===== src/rtl/branch_resolve_queue.sv =====
`default_nettype none
// ============================================================================
// Module   : branch_resolve_queue
// Purpose  : In-order queue of outstanding branch predictions. Each pushed
//            entry holds {pc, predicted direction}. When the oldest branch
//            resolves, its predicted direction is compared with the actual
//            one. A mismatch raises a registered one-cycle mispredict pulse
//            and records the PC. Resolved and mispredicted branches are
//            counted with saturating counters.
// Revision : 1.0 - initial release
// ----------------------------------------------------------------------------
// Parameters
//   DEPTH            number of in-flight entries (power of two, >= 2)
//   PC_W             branch PC width
//   CNT_W            statistics counter width
// Ports
//   clock            in   1        rising-edge clock
//   reset            in   1        synchronous, active-low reset
//   pred_valid       in   1        prediction offered
//   pred_pc          in   PC_W     PC of predicted branch
//   pred_taken       in   1        predicted direction
//   pred_ready       out  1        queue not full
//   res_valid        in   1        oldest branch resolved
//   res_taken        in   1        actual direction
//   res_ready        out  1        queue not empty
//   flush            in   1        discard all outstanding entries
//   mispredict       out  1        one-cycle pulse after a mispredicting pop
//   mispredict_pc    out  PC_W     PC of most recent mispredicted branch
//   occupancy        out  log2+1   number of valid entries
//   total_count      out  CNT_W    resolved branches (saturating)
//   mispredict_count out  CNT_W    mispredicted branches (saturating)
// ============================================================================
module branch_resolve_queue #(
  parameter int DEPTH = 8,
  parameter int PC_W  = 10,
  parameter int CNT_W = 16
) (
  input  logic                       clock,
  input  logic                       reset,
  input  logic                       pred_valid,
  input  logic [PC_W-1:0]            pred_pc,
  input  logic                       pred_taken,
  output logic                       pred_ready,
  input  logic                       res_valid,
  input  logic                       res_taken,
  output logic                       res_ready,
  input  logic                       flush,
  output logic                       mispredict,
  output logic [PC_W-1:0]            mispredict_pc,
  output logic [$clog2(DEPTH):0]     occupancy,
  output logic [CNT_W-1:0]           total_count,
  output logic [CNT_W-1:0]           mispredict_count
);

  localparam int              AW       = $clog2(DEPTH);
  localparam logic [AW:0]     FULL_OCC = (AW+1)'(DEPTH);
  localparam logic [CNT_W-1:0] CNT_MAX = '1;

  // Entry storage: no reset needed, validity is tracked by the pointers.
  logic [PC_W-1:0]  pc_mem_q [DEPTH];
  logic             tk_mem_q [DEPTH];

  logic [AW-1:0]    wr_ptr_q, wr_ptr_d;
  logic [AW-1:0]    rd_ptr_q, rd_ptr_d;
  logic [AW:0]      occ_q, occ_d;
  logic             mis_q, mis_d;
  logic [PC_W-1:0]  mis_pc_q, mis_pc_d;
  logic [CNT_W-1:0] tot_q, tot_d;
  logic [CNT_W-1:0] mcnt_q, mcnt_d;

  logic             w_push;
  logic             w_pop;
  logic             w_wrong;

  // Ready flags come from registered occupancy only, so a pop in the same
  // cycle never frees a slot for a push (no bypass).
  assign pred_ready = (occ_q != FULL_OCC);
  assign res_ready  = (occ_q != '0);

  assign w_push  = pred_valid && pred_ready && !flush;
  assign w_pop   = res_valid && res_ready && !flush;
  assign w_wrong = (tk_mem_q[rd_ptr_q] != res_taken);

  always_comb begin
    wr_ptr_d = wr_ptr_q;
    rd_ptr_d = rd_ptr_q;
    occ_d    = occ_q;
    mis_d    = 1'b0;
    mis_pc_d = mis_pc_q;
    tot_d    = tot_q;
    mcnt_d   = mcnt_q;

    if (w_push) begin
      wr_ptr_d = wr_ptr_q + 1'b1;
    end

    if (w_pop) begin
      rd_ptr_d = rd_ptr_q + 1'b1;
      if (tot_q != CNT_MAX) begin
        tot_d = tot_q + 1'b1;
      end
      if (w_wrong) begin
        mis_d    = 1'b1;
        mis_pc_d = pc_mem_q[rd_ptr_q];
        if (mcnt_q != CNT_MAX) begin
          mcnt_d = mcnt_q + 1'b1;
        end
      end
    end

    case ({w_push, w_pop})
      2'b10:   occ_d = occ_q + 1'b1;
      2'b01:   occ_d = occ_q - 1'b1;
      default: occ_d = occ_q;
    endcase

    // Flush empties the queue; push/pop are already suppressed above, so
    // counters and the captured PC keep their values.
    if (flush) begin
      wr_ptr_d = '0;
      rd_ptr_d = '0;
      occ_d    = '0;
    end
  end

  always_ff @(posedge clock) begin
    if (!reset) begin
      wr_ptr_q <= '0;
      rd_ptr_q <= '0;
      occ_q    <= '0;
      mis_q    <= 1'b0;
      mis_pc_q <= '0;
      tot_q    <= '0;
      mcnt_q   <= '0;
    end else begin
      wr_ptr_q <= wr_ptr_d;
      rd_ptr_q <= rd_ptr_d;
      occ_q    <= occ_d;
      mis_q    <= mis_d;
      mis_pc_q <= mis_pc_d;
      tot_q    <= tot_d;
      mcnt_q   <= mcnt_d;
    end
  end

  always_ff @(posedge clock) begin
    if (w_push && reset) begin
      pc_mem_q[wr_ptr_q] <= pred_pc;
      tk_mem_q[wr_ptr_q] <= pred_taken;
    end
  end

  assign mispredict       = mis_q;
  assign mispredict_pc    = mis_pc_q;
  assign occupancy        = occ_q;
  assign total_count      = tot_q;
  assign mispredict_count = mcnt_q;

endmodule
`default_nettype wire


===== config.mk =====
export PLATFORM = sky130hd
export DESIGN_NAME = branch_resolve_queue
export DESIGN_NICKNAME = d
export VERILOG_FILES = /design/src/rtl/branch_resolve_queue.sv
export SDC_FILE = /design/constraint.sdc
export NUM_CORES = 1
export LEC_CHECK = 0
export ABC_CLOCK_PERIOD_IN_PS = 3900
export CORE_MARGIN = 3
export CORE_UTILIZATION = 60
export DETAILED_ROUTE_END_ITERATION = 8
export PLACE_DENSITY = 0.84
export SETUP_SLACK_MARGIN = 0.4
export SYNTH_ARGS = -nofsm -noshare
export SYNTH_HDL_FRONTEND = slang
export SYNTH_SLANG_ARGS = --single-unit

===== constraint.sdc =====
create_clock -name clock -period 3.9 [get_ports clock]
set_input_delay 0.78 -clock clock [delete_from_list [all_inputs] [get_ports clock]]
set_output_delay 0.78 -clock clock [all_outputs]
set_load 0.02 [all_outputs]

=== Yosys cells after proc, flatten, opt, wreduce, memory -nomap -nowiden ===
Memories as Yosys holds them, arrays and structs flattened. A register that Yosys moved wholly into a read port is not among the register bits.
Cells that the tools add are included.

* Bits in registers: 43
* Output and inout bits: 49
* Bits in writable memories: 88
* Latch bits: 0
* Logic and storage cells: 41
* Memories: 2
* Memory bits (read-only): 0
* Input port bits: 17

{| class="wikitable"
|+ Memories
! name !! words !! width !! read ports !! clocked after Yosys merged registers in !! write ports !! RTL line !! source
|-
| pc_mem_q || 8 || 10 || 1 || 1 || 1 || 60 || <nowiki>logic [PC_W-1:0] pc_mem_q [DEPTH];</nowiki>
|-
| tk_mem_q || 8 || 1 || 1 || 1 || 1 || 61 || <nowiki>logic tk_mem_q [DEPTH];</nowiki>
|}

* $add $sub $neg: 6
* Multiply operators: 0
* Equal/unequal tests: 6
* Shifts and indexed selects: 0
* Bitwise gates (word level): 1
* Reduce and logical (&&, ||, !) cells: 14
* Multiplexer cells: 6
* Order comparisons: 0
* Div/mod/pow operators: 0

{| class="wikitable"
|+ Operator list
! kind !! number
|-
| adder 16 x 1 -> 16 bit (second input constant) || 2
|-
| != test 16 bit (second input constant) || 2
|-
| one-hot mux 4 bit (2 select lines) || 1
|-
| adder 3 x 1 -> 3 bit (second input constant) || 2
|-
| 2-to-1 mux 3 bit || 2
|-
| AND reduction 2 bit || 3
|-
| logical AND 1 bit || 5
|-
| adder 4 x 1 -> 4 bit (second input constant) || 1
|-
| != test 4 bit (second input constant) || 1
|-
| nonzero test 4 bit || 1
|-
| subtractor 4 x 1 -> 4 bit (second input constant) || 1
|-
| 2-to-1 mux 1 bit || 3
|-
| AND reduction 3 bit || 1
|-
| == test 2 x 1 -> 1 bit (second input constant) || 1
|-
| == test 2 bit (second input constant) || 1
|-
| zero test 1 bit || 2
|-
| nonzero test 2 bit || 1
|-
| OR reduction 2 bit || 1
|-
| != test 1 bit || 1
|-
| NOT 1 bit || 1
|}

=== Depth between registers and ports, before layout ===
Gate-level depths: netlist of the first run.

* Depth after elaboration: 6
* Gate-level depth with buffers: 10
* Depth with buffers taken out: 9

=== Worst setup path after synthesis of the first run ===
OpenSTA, ideal clock, no wires.

* Path kind: register -> register
* Start point: register occ_q[0], in the netlist occupancy[0]
* End point: memory pc_mem_q[0][0], enable pin
* Cell stages (with the launch flop): 6
* Period minus slack after synthesis: 2,805 ps
* Buffers on the path: 1
* Data required time: 3,507 ps
* Slack: 1,095 ps
* Arrival: 2,411 ps
* Library setup time: 393 ps
* Cell sequence: dfxtp_1 > or4b_2 > clkbuf_1 > nand2_1 > or3_1 > nor3_1

* Cells in the longest elaborated chain, start to end: 6

{| class="wikitable"
|+ Ends and longest elaborated chain
! element !! RTL line !! source
|-
| start, declared || 65 || <nowiki>logic [AW:0] occ_q, occ_d;</nowiki>
|-
| start signal, assigned || 130 || <nowiki>occ_q <= '0;</nowiki>
|-
| start signal, assigned || 138 || <nowiki>occ_q <= occ_d;</nowiki>
|-
| != test 4 bit || 77 || <nowiki>assign pred_ready = (occ_q != FULL_OCC);</nowiki>
|-
| via pred_ready || 43 || <nowiki>output logic pred_ready,</nowiki>
|-
| logical AND 1 bit (2 in series) || 80 || <nowiki>assign w_push = pred_valid && pred_ready && !flush;</nowiki>
|-
| logical AND 1 bit || 147 || <nowiki>if (w_push && reset) begin</nowiki>
|-
| 2-to-1 mux 1 bit || 147 ||
|-
| 2-to-1 mux 1 bit (not written as such) || 148 || <nowiki>pc_mem_q[wr_ptr_q] <= pred_pc;</nowiki>
|-
| end, declared || 60 ||
|}

The timed path passes the listed nets, and every way through them passes these cells.

=== Worst setup path in the final report of the first run ===
* Start point: register occ_q[0], in the netlist occupancy[0]
* End point: output pred_ready

* Cells in the longest elaborated chain, start to end: 1

{| class="wikitable"
|+ Ends and longest elaborated chain
! element !! RTL line
|-
| != test 4 bit || 77
|-
| end, declared || 43
|}

No other way between the ends.

==> flow_metrics.env, run 1 <==
export IMPL_status="completed"
export IMPL_syn_inst=433
export IMPL_drv_cap=0
export IMPL_dpl_hpwl_um=7710
export IMPL_yosys_cell_count_top_type="edfxtp_1"
export IMPL_post_place_ws_ns=0.796
export IMPL_syn_to_final_growth_pct=23.0
export IMPL_setup_tns_ns=0
export IMPL_overflow=0
export IMPL_cp_end_kind="output pin"
export IMPL_cts_hold_buf=0
export IMPL_clock_sinks=144
export IMPL_postLayoutCoreUtil_pct=77.5
export IMPL_ys_types=44
export IMPL_cp_data_required_time_ns=3.12
export IMPL_rsz0062_at_grt="false"
export IMPL_drv_slew=0
export IMPL_p_total_uw=3200
export IMPL_path_class="reg2out"
export IMPL_dieArea_um2=11100
export IMPL_async_flop_share_pct=0
export IMPL_cp_start_kind="flop"
export IMPL_grt_pass1_vias=3872
export IMPL_drtAntennaViolNets=0
export IMPL_yosysTopAreaCell="edfxtp_1"
export IMPL_syn_area_um2=5930
export IMPL_synth_top_flop_cell="edfxtp_1"
export IMPL_synth_edf_count=88
export IMPL_cp_cell_sequence="or4b_2 > clkdlybuf4s50_1"
export IMPL_cts_max_level=4
export IMPL_setup_viol=0
export IMPL_fill_cells=544
export IMPL_wire_per_inst_um=19.1
export IMPL_layout_nets=535
export IMPL_totalWireLength_um=12500
export IMPL_power_density_nw_per_um2=439
export IMPL_place_area_um2=6740
export IMPL_path_clk_slew_ns=0.06
export IMPL_first_pass_iters=7
export IMPL_pin_count=66
export IMPL_dieHeight_um=105
export IMPL_cts_buffer_depth=2
export IMPL_p_leak_uw=0.00236
export IMPL_drt_iter0_drc=275
export IMPL_fmax_mhz=330
export IMPL_cts_made_buffers=17
export IMPL_row_count=35
export IMPL_cts_setup_buffers=0
export IMPL_ys_warn_count=0
export IMPL_peakVddDrop_uv=378
export IMPL_setup_ws_ns=0.867
export IMPL_die_x_um=105
export IMPL_grt_max_degree=32
export IMPL_drc=0
export IMPL_grt_usage_pct=23.5
export IMPL_hold_violations=0
export IMPL_slowest_delay_ns=0.77
export IMPL_min_delay_start="mispredict_count[10]"
export IMPL_critPathSlowestCell="or4b_2"
export IMPL_gp_congestion=0.819
export IMPL_num_vias=3879
export IMPL_grt_first_pass_wirelength_um=20100
export IMPL_yosys_area_top_type_share_pct=44.5
export IMPL_fin_crit_ns=3.03
export IMPL_final_cell_area_um2=7290
export IMPL_synth_area_leaders="edfxtp_1 45%, dfxtp_1 19%, mux4_2 8.0%"
export IMPL_avgViaCountPerCell=5.95
export IMPL_cts_root_buf="clkbuf_8"
export IMPL_initial_utilization_pct=63.0
export IMPL_clk_latency_ns=0.52
export IMPL_finalClockSkew_ns=0.0117
export IMPL_portBuffers=65
export IMPL_ff2ff_setup_slack_ns=1.17
export IMPL_core_area_um2=9420
export IMPL_cp_startpoint="occupancy[0]"
export IMPL_ys_top_cells_by_count="88 x edfxtp_1, 56 x dfxtp_1, 44 x nor2_1"
export IMPL_antenna_found_initial=0
export IMPL_worst_pin_slew_ns=1.13
export IMPL_reg2reg_from="occupancy[0]"
export IMPL_arrival_ns=2.25
export IMPL_ys_ff_latch=144
export IMPL_fin_crit_sh_pct=77.8
export IMPL_cts_resized=0
export IMPL_min_path_type="reg2reg"
export IMPL_num_antenna_cells=0
export IMPL_cts_tree="done"
export IMPL_syn_area_per_cell_um2=13.7
export IMPL_syn_nets=458
export IMPL_cp_max_fo=8
export IMPL_drive_above_1_share_pct=14.1
export IMPL_max_slew_margin_pct=24.2
export IMPL_ys_seq_area_share_pct=63.4
metrics by stage:
stage	hold WS (ns)	cells
after floorplan	0.498	433
after global placement	0.467	620
after detailed placement	0.482	620
after CTS	0.491	652
after global routing	0.526	652
final	0.488	652
flip-flops by register name, summed over array words and instances (netlist names), named ones only:
| signal | cells |
|---|---|
| wr_ptr_q | 3 |
| rd_ptr_q | 3 |
| mispredict_pc | 10 |
| pc_mem_q | 80 |
| occupancy | 4 |
| total_count | 16 |
| tk_mem_q | 8 |
| mispredict_count | 16 |
| mispredict | 1 |
power by group:
group,switching [µW],internal (µW)
Clock,676,813
Sequential,6.08,1620
Combinational,49.9,37.0
Total,732,2470
per-layer routing:
metal  vias up  track usage (%)  wire (µm)
met2       148             41.3       6490
li1       1834                -          -
met4         0             9.28        296
met5         -                0          0
met3        22             4.65        765
met1      1875             28.7       4900
cell usage in the layout, fill, tap and decap left out, types with 10 or more instances in the layout:
cell type	netlist	final
dfxtp_1	56	56
clkbuf_16	0	16
nand3_1	12	12
xor2_1	15	15
mux4_2	21	21
clkdlybuf4s50_1	0	65
buf_4	1	12
a211oi_1	10	10
edfxtp_1	88	88
mux2i_1	15	15
nand4_1	10	10
a21oi_1	17	17
nand2_1	21	21
nor2_1	44	44
worst paths after layout:
path | endpoint | cells after the start
min | mispredict_count[10] | 2
max reg2reg | occupancy[3] | 9
min reg2reg | mispredict_count[10] | 2
max | pred_ready | 2
area by class of cell:
class,count,area [µm²],share of cell area (%)
Clock buffer,17,414,5.68
Multi-Input combinational cell,263,2050,28.1
Sequential cell,144,3760,51.6
Timing Repair Buffer,77,741,10.2
Inverter,7,26.3,0.360
Clock inverter,15,140,1.92
Tap cell,129,161,2.21
critical path: cells and delay by family, from the launching register on:
kind	cells	cell delay, ns
buffers and inverters	1	0.58
AND/OR/NAND/NOR	1	0.77
flip-flops	1	0.39
logic make-up after synthesis:
logic type	count (synthesis)	share of synthesized area, %
AOI/OAI and AO/OA	62	7.07
xor gates and xnor gates	17	2.51
adders and majority gates	8	1.81
buffers and inverters	26	2.02
DFF	144	63.4
muxes	42	11.7
and+or+nand+nor	134	11.5
Power figures use the tool's default switching activity.
==> run 2, diff against run 1 <==
Settings changed: ABC_CLOCK_PERIOD_IN_PS 3900 to 3000, CORE_UTILIZATION 60 to 56, PLACE_DENSITY 0.84 to 0.79.
Clock period 3.9 ns to 3 ns, I/O delays scaled along.
==> run 2 against run 1 <==
Net effect: hold slack gained 0.0068 ns; sequential power rose by 29%; first-iteration DRC count is 0.73% higher; flip-flop and latch count did not move; combinational power up 37%.
==> flow_metrics.env, run 2 (same netlist as run 1, synthesis figures left out) <==
export IMPL_grt_usage_pct=22.0
export IMPL_max_flop_register="pc_mem_q"
export IMPL_first_pass_iters=4
export IMPL_min_path_type="reg2reg"
export IMPL_p_leak_uw=0.00242
export IMPL_antenna_found_initial=0
export IMPL_fin_crit_sh_pct=83.7
export IMPL_syn_to_final_growth_pct=24.7
export IMPL_fmax_mhz=398
export IMPL_final_cell_area_um2=7400
export IMPL_wl_met3_um=552
export IMPL_totalWireLength_um=12200
export IMPL_drt_iter0_drc=277
export IMPL_final_common_cell="edfxtp_1"
export IMPL_status="completed"
export IMPL_drv_slew=0
export IMPL_top_layer="met4"
export IMPL_wl_met1_um=5060
export IMPL_wl_met2_um=6400
export IMPL_peakVddDrop_uv=564
export IMPL_ff2ff_setup_slack_ns=0.49
export IMPL_place_area_um2=6820
export IMPL_cts_hold_buf=0
export IMPL_grt_max_degree=27
export IMPL_power_density_nw_per_um2=568
export IMPL_row_count=36
export IMPL_core_area_um2=10000
export IMPL_drtAntennaViolNets=0
export IMPL_grt_pass1_vias=3810
export IMPL_max_slew_margin_pct=39.9
export IMPL_path_class="reg2reg"
export IMPL_cts_setup_buffers=0
export IMPL_num_antenna_cells=0
export IMPL_clk_latency_ns=0.53
export IMPL_finalClockSkew_ns=0.0107
export IMPL_clock_sinks=144
export IMPL_fin_crit_ns=2.51
export IMPL_post_place_ws_ns=0.0691
export IMPL_cp_start_kind="flop"
export IMPL_portBuffers=65
export IMPL_p_total_uw=4200
export IMPL_cts_tree="done"
export IMPL_initial_utilization_pct=59.1
export IMPL_hold_violations=0
export IMPL_dieArea_um2=11900
export IMPL_setup_viol=0
export IMPL_layout_nets=542
export IMPL_setup_ws_ns=0.490
export IMPL_num_vias=3889
export IMPL_dieHeight_um=109
export IMPL_layout_common_cells="88 x edfxtp_1, 63 x clkdlybuf4s50_1, 53 x dfxtp_1, 44 x nor2_1"
export IMPL_cp_data_required_time_ns=3.44
export IMPL_arrival_ns=2.95
export IMPL_cts_made_buffers=17
export IMPL_overflow=0
export IMPL_cts_max_level=4
export IMPL_pin_count=66
export IMPL_cts_buffer_depth=2
export IMPL_path_clk_slew_ns=0.07
export IMPL_die_x_um=109
export IMPL_dpl_hpwl_um=7860
export IMPL_avgViaCountPerCell=5.87
export IMPL_grt_first_pass_wirelength_um=19400
export IMPL_drive_above_1_share_pct=15.9
export IMPL_cp_max_fo=26
export IMPL_drc=0
export IMPL_drv_cap=0
export IMPL_worst_pin_slew_ns=0.900
export IMPL_gp_congestion=0.830
export IMPL_rsz0062_at_grt="false"
export IMPL_cts_root_buf="clkbuf_8"
export IMPL_setup_tns_ns=0
export IMPL_largest_reg_flops=80
export IMPL_wire_per_inst_um=18.5
export IMPL_cp_end_kind="flop"
[run 2: critical path, stage by stage, from the launching register on]
cell and delay (ns):
dfxtp_1 0.42, mux2_2 0.38, mux4_2 0.52, mux2i_4 0.34
or4_1 0.57, a21oi_1 0.19
[run 2: final cells by class]
cell class	count	area [µm²]
Sequential cell	144	3770
Fill cell	646	2650
Multi-Input combinational cell	263	2080
Timing Repair Buffer	84	795
Clock buffer	19	422
Tap cell	133	166
Clock inverter	12	134
Inverter	7	26.3
[run 2: stage by stage]
step | std cells | utilization (%) | hold slack (ns)
5_1_grt | 662 | 73.6 | 0.511
6_report | 662 | 73.6 | 0.495
4_1_cts | 662 | 73.5 | 0.492
3_3_place_gp | 631 | 67.9 | 0.466
3_5_place_dp | 631 | 67.9 | 0.482
2_1_floorplan | 433 | - | 0.508
[run 2: timing repair]
action / 4_1_cts / 5_1_grt
resized for setup: 3 / 2
cloned: 0 / 0
endpoints found under the setup margin: 19 / 2
[run 2: per-layer routing]
metal	track usage [%]	vias up
met1	26.9	1931
met5	0	-
met2	38.6	93
li1	-	1845
met4	8.30	0
met3	4.44	20
[run 2: power by group]
part | internal [µW] | switching, µW
logic | 52.5 | 66.3
registers | 2110 | 7.50
clock network | 1180 | 784
total | 3340 | 858
[run 2: path summary, 6_finish.rpt]
kind                               end                 start  cells after the start
setup reg to reg   mispredict_count[7]                  flop                      5
hold reg to reg   mispredict_count[10]  mispredict_count[10]                      2
hold / removal    mispredict_count[10]  mispredict_count[10]                      2
setup / recovery   mispredict_count[7]                  flop                      5
